`src/rtl/mem_pkg.sv`:
```
// rtl/mem_pkg.sv - shared memory-bus constants and DMA state encoding
package mem_pkg;

  localparam int MEM_ADDR_W = 32;
  localparam int MEM_DATA_W = 32;

  typedef enum logic [2:0] {
    IDLE,
    CHK,
    RD,
    WR,
    DONE
  } state_e;

endpackage

```
`src/rtl/mem_dma_addr_gen.sv`:
```
// rtl/mem_dma_addr_gen.sv - word index counter (up/down) with source/destination address adders
module mem_dma_addr_gen
  import mem_pkg::*;
(
  input  logic                  clk,
  input  logic                  reset,
  input  logic                  load_i,
  input  logic                  step_i,
  input  logic                  desc_i,
  input  logic [MEM_ADDR_W-1:0] len_i,
  input  logic [MEM_ADDR_W-1:0] src_i,
  input  logic [MEM_ADDR_W-1:0] dst_i,
  output logic [MEM_ADDR_W-1:0] rd_addr_o,
  output logic [MEM_ADDR_W-1:0] wr_addr_o,
  output logic                  last_o
);

  localparam logic [MEM_ADDR_W-1:0] ONE = MEM_ADDR_W'(1);

  logic [MEM_ADDR_W-1:0] idx_q, idx_d;

  always_comb begin
    idx_d = idx_q;
    if (load_i) begin
      idx_d = desc_i ? (len_i - ONE) : '0;
    end else if (step_i) begin
      idx_d = desc_i ? (idx_q - ONE) : (idx_q + ONE);
    end
  end

  always_ff @(posedge clk or negedge reset) begin
    if (!reset) begin
      idx_q <= '0;
    end else begin
      idx_q <= idx_d;
    end
  end

  // Addresses follow the next index so the top can register them for the coming cycle.
  assign rd_addr_o = src_i + idx_d;
  assign wr_addr_o = dst_i + idx_d;
  assign last_o    = desc_i ? (idx_q == '0) : (idx_q == (len_i - ONE));

endmodule

```
`src/rtl/mem_dma.sv`:
```
// rtl/mem_dma.sv - memory copy/fill bus initiator with range check and memmove ordering
module mem_dma
  import mem_pkg::*;
#(
  parameter int MEM_SIZE = 32
) (
  input  logic                  clk,
  input  logic                  reset,
  input  logic                  start,
  input  logic                  fill,
  input  logic [MEM_ADDR_W-1:0] src,
  input  logic [MEM_ADDR_W-1:0] dst,
  input  logic [MEM_ADDR_W-1:0] len,
  input  logic [MEM_DATA_W-1:0] fill_val,
  output logic                  busy,
  output logic                  done,
  output logic                  error,
  output logic [MEM_ADDR_W-1:0] address,
  output logic [MEM_DATA_W-1:0] data,
  output logic                  memW,
  output logic                  memR,
  input  logic [MEM_DATA_W-1:0] readData
);

  localparam logic [MEM_ADDR_W:0] MEM_LIMIT = (MEM_ADDR_W + 1)'(MEM_SIZE);

  state_e state_q, state_d;

  logic                  fill_q;
  logic [MEM_ADDR_W-1:0] src_q, dst_q, len_q;
  logic [MEM_DATA_W-1:0] fval_q;
  logic [MEM_DATA_W-1:0] buf_q, buf_d;
  logic [MEM_ADDR_W-1:0] address_q, address_d;
  logic [MEM_DATA_W-1:0] data_q, data_d;
  logic                  memw_q, memw_d, memr_q, memr_d;
  logic                  busy_q, busy_d, done_q, done_d, error_q, error_d;

  logic [MEM_ADDR_W:0]   src_end, dst_end;
  logic                  range_err, desc, last;
  logic [MEM_ADDR_W-1:0] rd_addr, wr_addr;
  logic                  accept;

  assign accept    = (state_q == IDLE) && start;
  assign src_end   = {1'b0, src_q} + {1'b0, len_q};
  assign dst_end   = {1'b0, dst_q} + {1'b0, len_q};
  assign range_err = (dst_end > MEM_LIMIT) || (!fill_q && (src_end > MEM_LIMIT));
  // Destination overlapping the tail of the source must be walked top-down.
  assign desc      = !fill_q && (dst_q > src_q) && ({1'b0, dst_q} < src_end);

  mem_dma_addr_gen u_addr_gen (
    .clk       (clk),
    .reset     (reset),
    .load_i    (state_q == CHK),
    .step_i    ((state_q == WR) && !last),
    .desc_i    (desc),
    .len_i     (len_q),
    .src_i     (src_q),
    .dst_i     (dst_q),
    .rd_addr_o (rd_addr),
    .wr_addr_o (wr_addr),
    .last_o    (last)
  );

  always_ff @(posedge clk or negedge reset) begin
    if (!reset) begin
      state_q <= IDLE;
    end else begin
      state_q <= state_d;
    end
  end

  always_comb begin
    state_d = state_q;
    case (state_q)
      IDLE: if (start) state_d = CHK;
      CHK: begin
        if (range_err || (len_q == '0)) state_d = DONE;
        else if (fill_q)                state_d = WR;
        else                            state_d = RD;
      end
      RD:   state_d = WR;
      WR: begin
        if (last)        state_d = DONE;
        else if (fill_q) state_d = WR;
        else             state_d = RD;
      end
      DONE:    state_d = IDLE;
      default: state_d = IDLE;
    endcase
  end

  // Outputs are decoded from the next state so the registered strobes line up with it.
  always_comb begin
    buf_d     = (state_q == RD) ? readData : buf_q;
    address_d = address_q;
    data_d    = data_q;
    memr_d    = (state_d == RD);
    memw_d    = (state_d == WR);
    busy_d    = memr_d || memw_d;
    done_d    = (state_d == DONE);
    error_d   = error_q;
    if (accept) error_d = 1'b0;
    if ((state_q == CHK) && range_err) error_d = 1'b1;
    case (state_d)
      RD: address_d = rd_addr;
      WR: begin
        address_d = wr_addr;
        data_d    = fill_q ? fval_q : buf_d;
      end
      default: ;
    endcase
  end

  always_ff @(posedge clk or negedge reset) begin
    if (!reset) begin
      fill_q    <= 1'b0;
      src_q     <= '0;
      dst_q     <= '0;
      len_q     <= '0;
      fval_q    <= '0;
      buf_q     <= '0;
      address_q <= '0;
      data_q    <= '0;
      memw_q    <= 1'b0;
      memr_q    <= 1'b0;
      busy_q    <= 1'b0;
      done_q    <= 1'b0;
      error_q   <= 1'b0;
    end else begin
      if (accept) begin
        fill_q <= fill;
        src_q  <= src;
        dst_q  <= dst;
        len_q  <= len;
        fval_q <= fill_val;
      end
      buf_q     <= buf_d;
      address_q <= address_d;
      data_q    <= data_d;
      memw_q    <= memw_d;
      memr_q    <= memr_d;
      busy_q    <= busy_d;
      done_q    <= done_d;
      error_q   <= error_d;
    end
  end

  assign address = address_q;
  assign data    = data_q;
  assign memW    = memw_q;
  assign memR    = memr_q;
  assign busy    = busy_q;
  assign done    = done_q;
  assign error   = error_q;

endmodule

```
`config.mk`:
```
export PLATFORM = sky130hd
export DESIGN_NAME = mem_dma
export DESIGN_NICKNAME = d
export VERILOG_FILES = /design/src/rtl/mem_pkg.sv /design/src/rtl/mem_dma_addr_gen.sv /design/src/rtl/mem_dma.sv
export SDC_FILE = /design/constraint.sdc
export NUM_CORES = 1
export LEC_CHECK = 0
export BUFFER_PORTS_ARGS = -buffer_cell sky130_fd_sc_hd__buf_2
export CAP_MARGIN = 5
export CORE_MARGIN = 2
export CORE_UTILIZATION = 54
export CTS_BUF_LIST = sky130_fd_sc_hd__clkbuf_4 sky130_fd_sc_hd__clkbuf_8 sky130_fd_sc_hd__clkbuf_16
export DETAILED_ROUTE_END_ITERATION = 10
export PLACE_DENSITY_LB_ADDON = 0.2
export SKIP_CTS_REPAIR_TIMING = 1
export SLEW_MARGIN = 5
export SYNTH_ARGS = -nofsm -noshare
export SYNTH_HDL_FRONTEND = slang
export SYNTH_SLANG_ARGS = --single-unit
```
`constraint.sdc`:
```
create_clock -name clk -period 11 [get_ports clk]
set_input_delay 0 -clock clk [delete_from_list [all_inputs] [get_ports clk]]
set_output_delay 0 -clock clk [all_outputs]
set_load 0.05 [all_outputs]
```
# [Word-level counts from Yosys, hierarchy flattened]
# Index checks and enable logic that the tools add are counted.
# W data, S select, Z words.
[totals] register_bits=265 ramBits=0 input_bits=164 latch_bits=0 n_memories=0 romBits=0
[classes] bitwise_logic=0 mux=15 add_sub_neg=7 order_cmp=4 n_eq_ne=7 n_reduce_logical=16 div=0 n_mul=0 shifts=0
[ops] cell="$mux W32" n=6
[ops] cell="$add A32 B32 Y33" n=2
[ops] cell="$gt A33 B6 Y1 const B" n=2
[ops] cell="$add A32 B32 Y32" n=2
[ops] cell="$logic_not A32 Y1" n=2
[ops] cell="$pmux W32 S2" n=1
[ops] cell="$sub A32 B1 Y32 const B" n=2
[ops] cell="$lt A32 B33 Y1" n=1
[ops] cell="$add A32 B1 Y32 const B" n=1
[ops] cell="$eq A32 B32 Y1" n=1
[ops] cell="$gt A32 B32 Y1" n=1
[ops] cell="$eq A3 B2 Y1 const B" n=4
[ops] cell="$pmux W3 S4" n=1
[ops] cell="$mux W3" n=3
[ops] cell="$logic_and A1 B1 Y1" n=6
[ops] cell="$mux W1" n=4
[ops] cell="$reduce_bool A2 Y1" n=2
[ops] cell="$eq A3 B1 Y1 const B" n=1
[ops] cell="$eq A3 B3 Y1 const B" n=1
[ops] cell="$logic_not A3 Y1" n=1
[ops] cell="$logic_or A1 B1 Y1" n=3
[ops] cell="$logic_not A1 Y1" n=2

# [Logic depth before layout (Yosys ltp)]
[depth] word_depth=10 depth_mapped=49 ltp_nobuf=49

# [Hierarchy]
# A second synthesis with hierarchy kept.
[unflattened] hier_cells=2448 hier_area_um2=21252.9
[by_module_without_submodules] mod="mem_dma" cells_per_inst=1519 seq_area_each_um2=5029.8 area_per_inst_um2=14046.0 instances=1
[by_module_without_submodules] mod="mem_dma_addr_gen" cells_per_inst=929 seq_area_each_um2=800.8 area_per_inst_um2=7206.9 instances=1

# [Worst setup path before layout]
# OpenSTA, ideal clock, no wires.
[synth_path] kind="flip-flop to flip-flop" from="register len_q[3]" to="register address_q[28], in the netlist address[28]" path_stages_with_launch=41 required_ns=10.875 synth_period_minus_slack_ns=10.513 arrival_ns=10.388 slack_ns=0.487 path_cell_list="dfrtp_1 > ha_1 > a21o_1 > nand2_1 > a21oi_1 > a2111oi_0 > a21oi_1 > a311oi_1 > o21ai_1 > a311oi_1 > o31ai_1 > a21oi_1 > xor2_1 > ha_1 > o2111ai_1 > a211o_1 > o21ai_1 > clkinv_1 > (+5 left out) > xnor2_1 > o22ai_1 > ha_1 > fa_1 > a21o_1 > a21oi_1 > nor2b_1 > o41a_1 > a31o_2 > o31a_1 > o31ai_1 > a21oi_1 > a221o_1 > o221a_2 > a21o_1 > a21oi_1 > xnor2_1 > mux2_2"
[synth_via] elab_chain_cells=10
[synth_lines] element="start, declared" line="mem_dma.sv:30" rtl="logic [MEM_ADDR_W-1:0] src_q, dst_q, len_q;"
[synth_lines] element="start signal, assigned" line="mem_dma.sv:134" rtl="len_q <= len;"
[synth_lines] element="$add A32 B32 Y33" line="mem_dma.sv:44" rtl="assign src_end = {1'b0, src_q} + {1'b0, len_q};"
[synth_lines] element="$lt A32 B33 Y1" line="mem_dma.sv:48" rtl="assign desc = !fill_q && (dst_q > src_q) && ({1'b0, dst_q} < src_end);"
[synth_lines] element="$logic_and A1 B1 Y1" line="mem_dma.sv:48"
[synth_lines] element="$mux W1" line="mem_dma_addr_gen.sv:42" rtl="assign last_o = desc_i ? (idx_q == '0) : (idx_q == (len_i - ONE));"
[synth_lines] element="$logic_not A1 Y1" line="mem_dma.sv:54" rtl=".step_i ((state_q == WR) && !last),"
[synth_lines] element="$logic_and A1 B1 Y1" line="mem_dma.sv:54"
[synth_lines] element="$mux W32" line="mem_dma_addr_gen.sv:26" rtl="end else if (step_i) begin"
[synth_lines] element="$mux W32 *" line="mem_dma_addr_gen.sv:24" rtl="if (load_i) begin"
[synth_lines] element="named net u_addr_gen.idx_d[0]" line="mem_dma_addr_gen.sv:20" rtl="logic [MEM_ADDR_W-1:0] idx_q, idx_d;"
[synth_lines] element="$add A32 B32 Y32 (on tied branches)" line="mem_dma_addr_gen.sv:41, mem_dma_addr_gen.sv:40"
[synth_lines] element="$pmux W32 S2 *" line="mem_dma.sv:104" rtl="case (state_d)"
[synth_lines] element="end signal, assigned" line="mem_dma.sv:138" rtl="address_q <= address_d;"
[synth_lines] element="end, declared" line="mem_dma.sv:33" rtl="logic [MEM_ADDR_W-1:0] address_q, address_d;"
# The timed path passes the listed nets; every way through them passes the cells marked *.
# A chain may end at the register's enable or synchronous reset.

# [Worst setup path after layout]
[layout_path] from="register len_q[2]" to="register address_q[28], in the netlist address[28]"
[layout_via] elab_chain_cells=10
[layout_lines] element="$add A32 B32 Y33" line="mem_dma.sv:44"
[layout_lines] element="$lt A32 B33 Y1" line="mem_dma.sv:48"
[layout_lines] element="$logic_and A1 B1 Y1" line="mem_dma.sv:48"
[layout_lines] element="$mux W1" line="mem_dma_addr_gen.sv:42"
[layout_lines] element="$logic_not A1 Y1" line="mem_dma.sv:54"
[layout_lines] element="$logic_and A1 B1 Y1" line="mem_dma.sv:54"
[layout_lines] element="$mux W32" line="mem_dma_addr_gen.sv:26"
[layout_lines] element="$mux W32" line="mem_dma_addr_gen.sv:24"
[layout_lines] element="$add A32 B32 Y32 (on tied branches)" line="mem_dma_addr_gen.sv:41, mem_dma_addr_gen.sv:40"
[layout_lines] element="$pmux W32 S2" line="mem_dma.sv:104"
# Several ways; a longest one is shown, not always the timed one.

==> results.json <==
{
  "status": "complete, no violations",
  "whs_ps": 85.7,
  "cp-endpoint": "address[28]",
  "path_max_fanout": 22,
  "reg2reg_depth": 41,
  "vias": 19200,
  "grt_max_degree": 126,
  "cp_slowest_cell": "dfrtp_1",
  "synth-edff-count": 0,
  "cp-start-kind": "flip-flop",
  "grt_pass1_vias": 18000,
  "ys_ff_latch": 265,
  "r2r-end": "address[28]",
  "final_nets": 2968,
  "crit_path_start": "len_q[2]",
  "cts_tree": "built",
  "synth_cells": 2238,
  "rows": 70,
  "syn_to_final_growth_pct": 22.7,
  "worstPathRequired_ps": 11460,
  "io_buffers": 232,
  "synth_common_cells": "nand2_1, dfrtp_1, ha_1",
  "initial_core_util": 0.548,
  "ir_drop_v": 0.000161,
  "cts_root_buffer": "clkbuf_16",
  "slowest_delay_ps": 490,
  "crit_buf_inv": 6,
  "rrSetupSlack_ps": 800,
  "synth-compound-area-share": 0.195,
  "fin_util": 0.672,
  "cp.depth": 41,
  "hp-class": "primary input to async pin",
  "dieWidth_um": 197,
  "finalHoldViolations": 0,
  "die_h_um": 197,
  "netlist_area_mm2": 0.0201,
  "cts-buffers-inserted": 30,
  "drt_iter0_markers": 1428,
  "yosysMostFrequentCell": "nand2_1",
  "drive_gt1_frac": 0.188,
  "crit_top_cell": "a21oi_1",
  "yosysUniqueCellTypes": 87,
  "overflow": 0,
  "grt_pass1_wl_um": 103000,
  "maxSlewViolCount": 0,
  "dr.pass1.iters": 5,
  "synth_xor_xnor_area_share": 0.0628,
  "synthMuxAreaShare": 0.0926,
  "synth_async_sr_flop_share": 1.00,
  "critPathCaptureType": "flip-flop",
  "crit_arrival_ps": 10660,
  "cellPowerDensity_mw_per_mm2": 240,
  "dpl_cell_area_mm2": 0.0218,
  "drv_cap": 0,
  "timing.final.crit_share": 0.927,
  "ys_top_cells_by_area": "dfrtp_1, ha_1, mux2_2, nand2_1, o21ai_0",
  "synthDominantCellAreaShare": 0.330,
  "yosys.area_share.simple": 0.164,
  "synth_seq_area_share": 0.330,
  "p_leak_nw": 11.5,
  "finalPower_w": 0.00590,
  "path_delay_family": "compound AO/OA/AOI/OAI gates",
  "synth_fa_ha_area_frac": 0.122,
  "core_mm2": 0.0366,
  "antenna_cells": 0,
  "postLayoutCellArea_mm2": 0.0246,
  "grt_setup_unrepaired": "false",
  "cts_sinks": 265,
  "clk_pin_slew_worst_paths_ps": 60,
  "finalCriticalPeriod_ps": 10200,
  "grt_use_total": 0.342,
  "max-slew-margin-rel": 0.312,
  "r2r_start": "len_q[2]",
  "yosysTopAreaCell": "dfrtp_1",
  "gp_congestion": 0.992,
  "ios": 233,
  "setup-violations-final": 0,
  "setup_tns_ps": 0,
  "antenna_left": 0,
  "dieArea_mm2": 0.0387,
  "synth_area_per_cell_um2": 8.97,
  "synth_ff_type": "dfrtp_1",
  "drt-total-wl_um": 70100,
  "tightest_slew_ps": 1030,
  "antenna_found_initial": 1,
  "htreeDepth": 1,
  "drt_drc_violations_left": 0,
  "worstSetupPathType": "flip-flop to flip-flop",
  "wl_per_cell_um": 22.6,
  "place_hpwl_um": 51500,
  "fmax_mhz": 98.1,
  "viasPerCell": 6.19,
  "synth_top_family_by_area": "compound AO/OA/AOI/OAI gates",
  "finClkSkew_ps": 36.2,
  "clk_path_buf_depth": 3,
  "worstSkewPairLatency_ps": 610,
  "ys_warn_count": 0,
  "synth_nets": 2594
}
-- cell type report --
cell class / instances / area [µm²]
clock buffer: 38 / 861
clock inverter: 18 / 289
fill: 2857 / 12000
inverter: 82 / 308
multi-input combinational: 1800 / 12900
sequential: 265 / 6640
tap: 468 / 586
timing repair buffer: 433 / 3090
-- metal layers --
| layer | GRT usage | part of all wire |
|---|---|---|
| met4 | 0.126 | 0.043 |
| met3 | 0.0654 | 0.079 |
| met2 | 0.529 | 0.45 |
| met1 | 0.478 | 0.43 |
| met5 | 0 | 0 |
-- stage by stage --
stage / instances / worst slack, ps
6_report: 3104 / 803
5_1_grt: 3104 / 4.90
4_1_cts: 2940 / 274
3_5_place_dp: 2884 / 382
3_3_place_gp: 2884 / 471
2_1_floorplan: 2238 / 487
-- worst reg2reg max path, delay by kind of cell, from the launching register on --
family,cells,cell delay (ps)
AND/OR/NAND/NOR,4,530
adder cells (fa/ha/maj),3,1100
multiplexers,1,260
buffers and inverters,6,1090
AO/OA/AOI/OAI,25,6350
flip-flops,1,490
XOR/XNOR,2,260
-- flip-flops by register name, summed over array words and instances, names as in the netlist, 3 cells and up --
name and cells:
len_q 32, src_q 32, address 32, fval_q 32
dst_q 32, data 32, state_q 3, u_addr_gen.idx_q 32
buf_q 32
-- report_power, final --
group          switching, W  total [W]  internal (W)
combinational       0.00193    0.00332       0.00140
clock              0.000452    0.00115      0.000699
sequential         0.000286    0.00143       0.00114
-- worst min-delay path by stage --
stage,cells after the start,from,to,slack (ps)
6_report,2,reset,buf_q[28],90
2_1_floorplan,0,reset,address[0],-300
5_1_grt,4,dst[1],dst_q[1],130
3_3_place_gp,1,reset,fval_q[28],160
4_1_cts,1,reset,fval_q[28],-480
3_5_place_dp,1,reset,buf_q[28],170
-- cell families (layout without fill, tap and decap cells) --
| group | count (synthesis) | after routing |
|---|---|---|
| buf+inv | 173 | 571 |
| xor+xnor | 140 | 140 |
| flops | 265 | 265 |
| compound gates | 615 | 615 |
| mux | 170 | 170 |
| simple gates | 682 | 682 |
| fa+ha+maj | 193 | 193 |
-- placed cells by master, fill, tap and decap left out, types with 7 or more instances in the layout --
cell / instances
nand2_1: 291
mux2_2: 122
or4_1: 11
inv_1: 80
and2_1: 9
o21a_1: 26
dfrtp_1: 262
or2_2: 8
a31oi_1: 17
nor2b_1: 26
clkbuf_16: 30
nor3b_1: 7
nand4_1: 34
xor2_1: 60
xnor2_1: 77
a21o_1: 62
nor4_1: 26
o211ai_1: 15
nand2b_1: 27
a21boi_0: 9
a31o_2: 7
o21bai_1: 15
buf_2: 231
o22ai_1: 31
o31ai_1: 14
and3_1: 12
a211oi_1: 19
nor2_1: 111
clkbuf_8: 8
nor3_1: 30
mux2i_1: 47
buf_4: 39
a311oi_1: 7
or3_1: 12
dlygate4sd3_1: 162
o2111ai_1: 10
nand3_1: 44
ha_1: 187
o21ai_0: 182
a21oi_1: 130
Power figures use the tool's default switching activity.
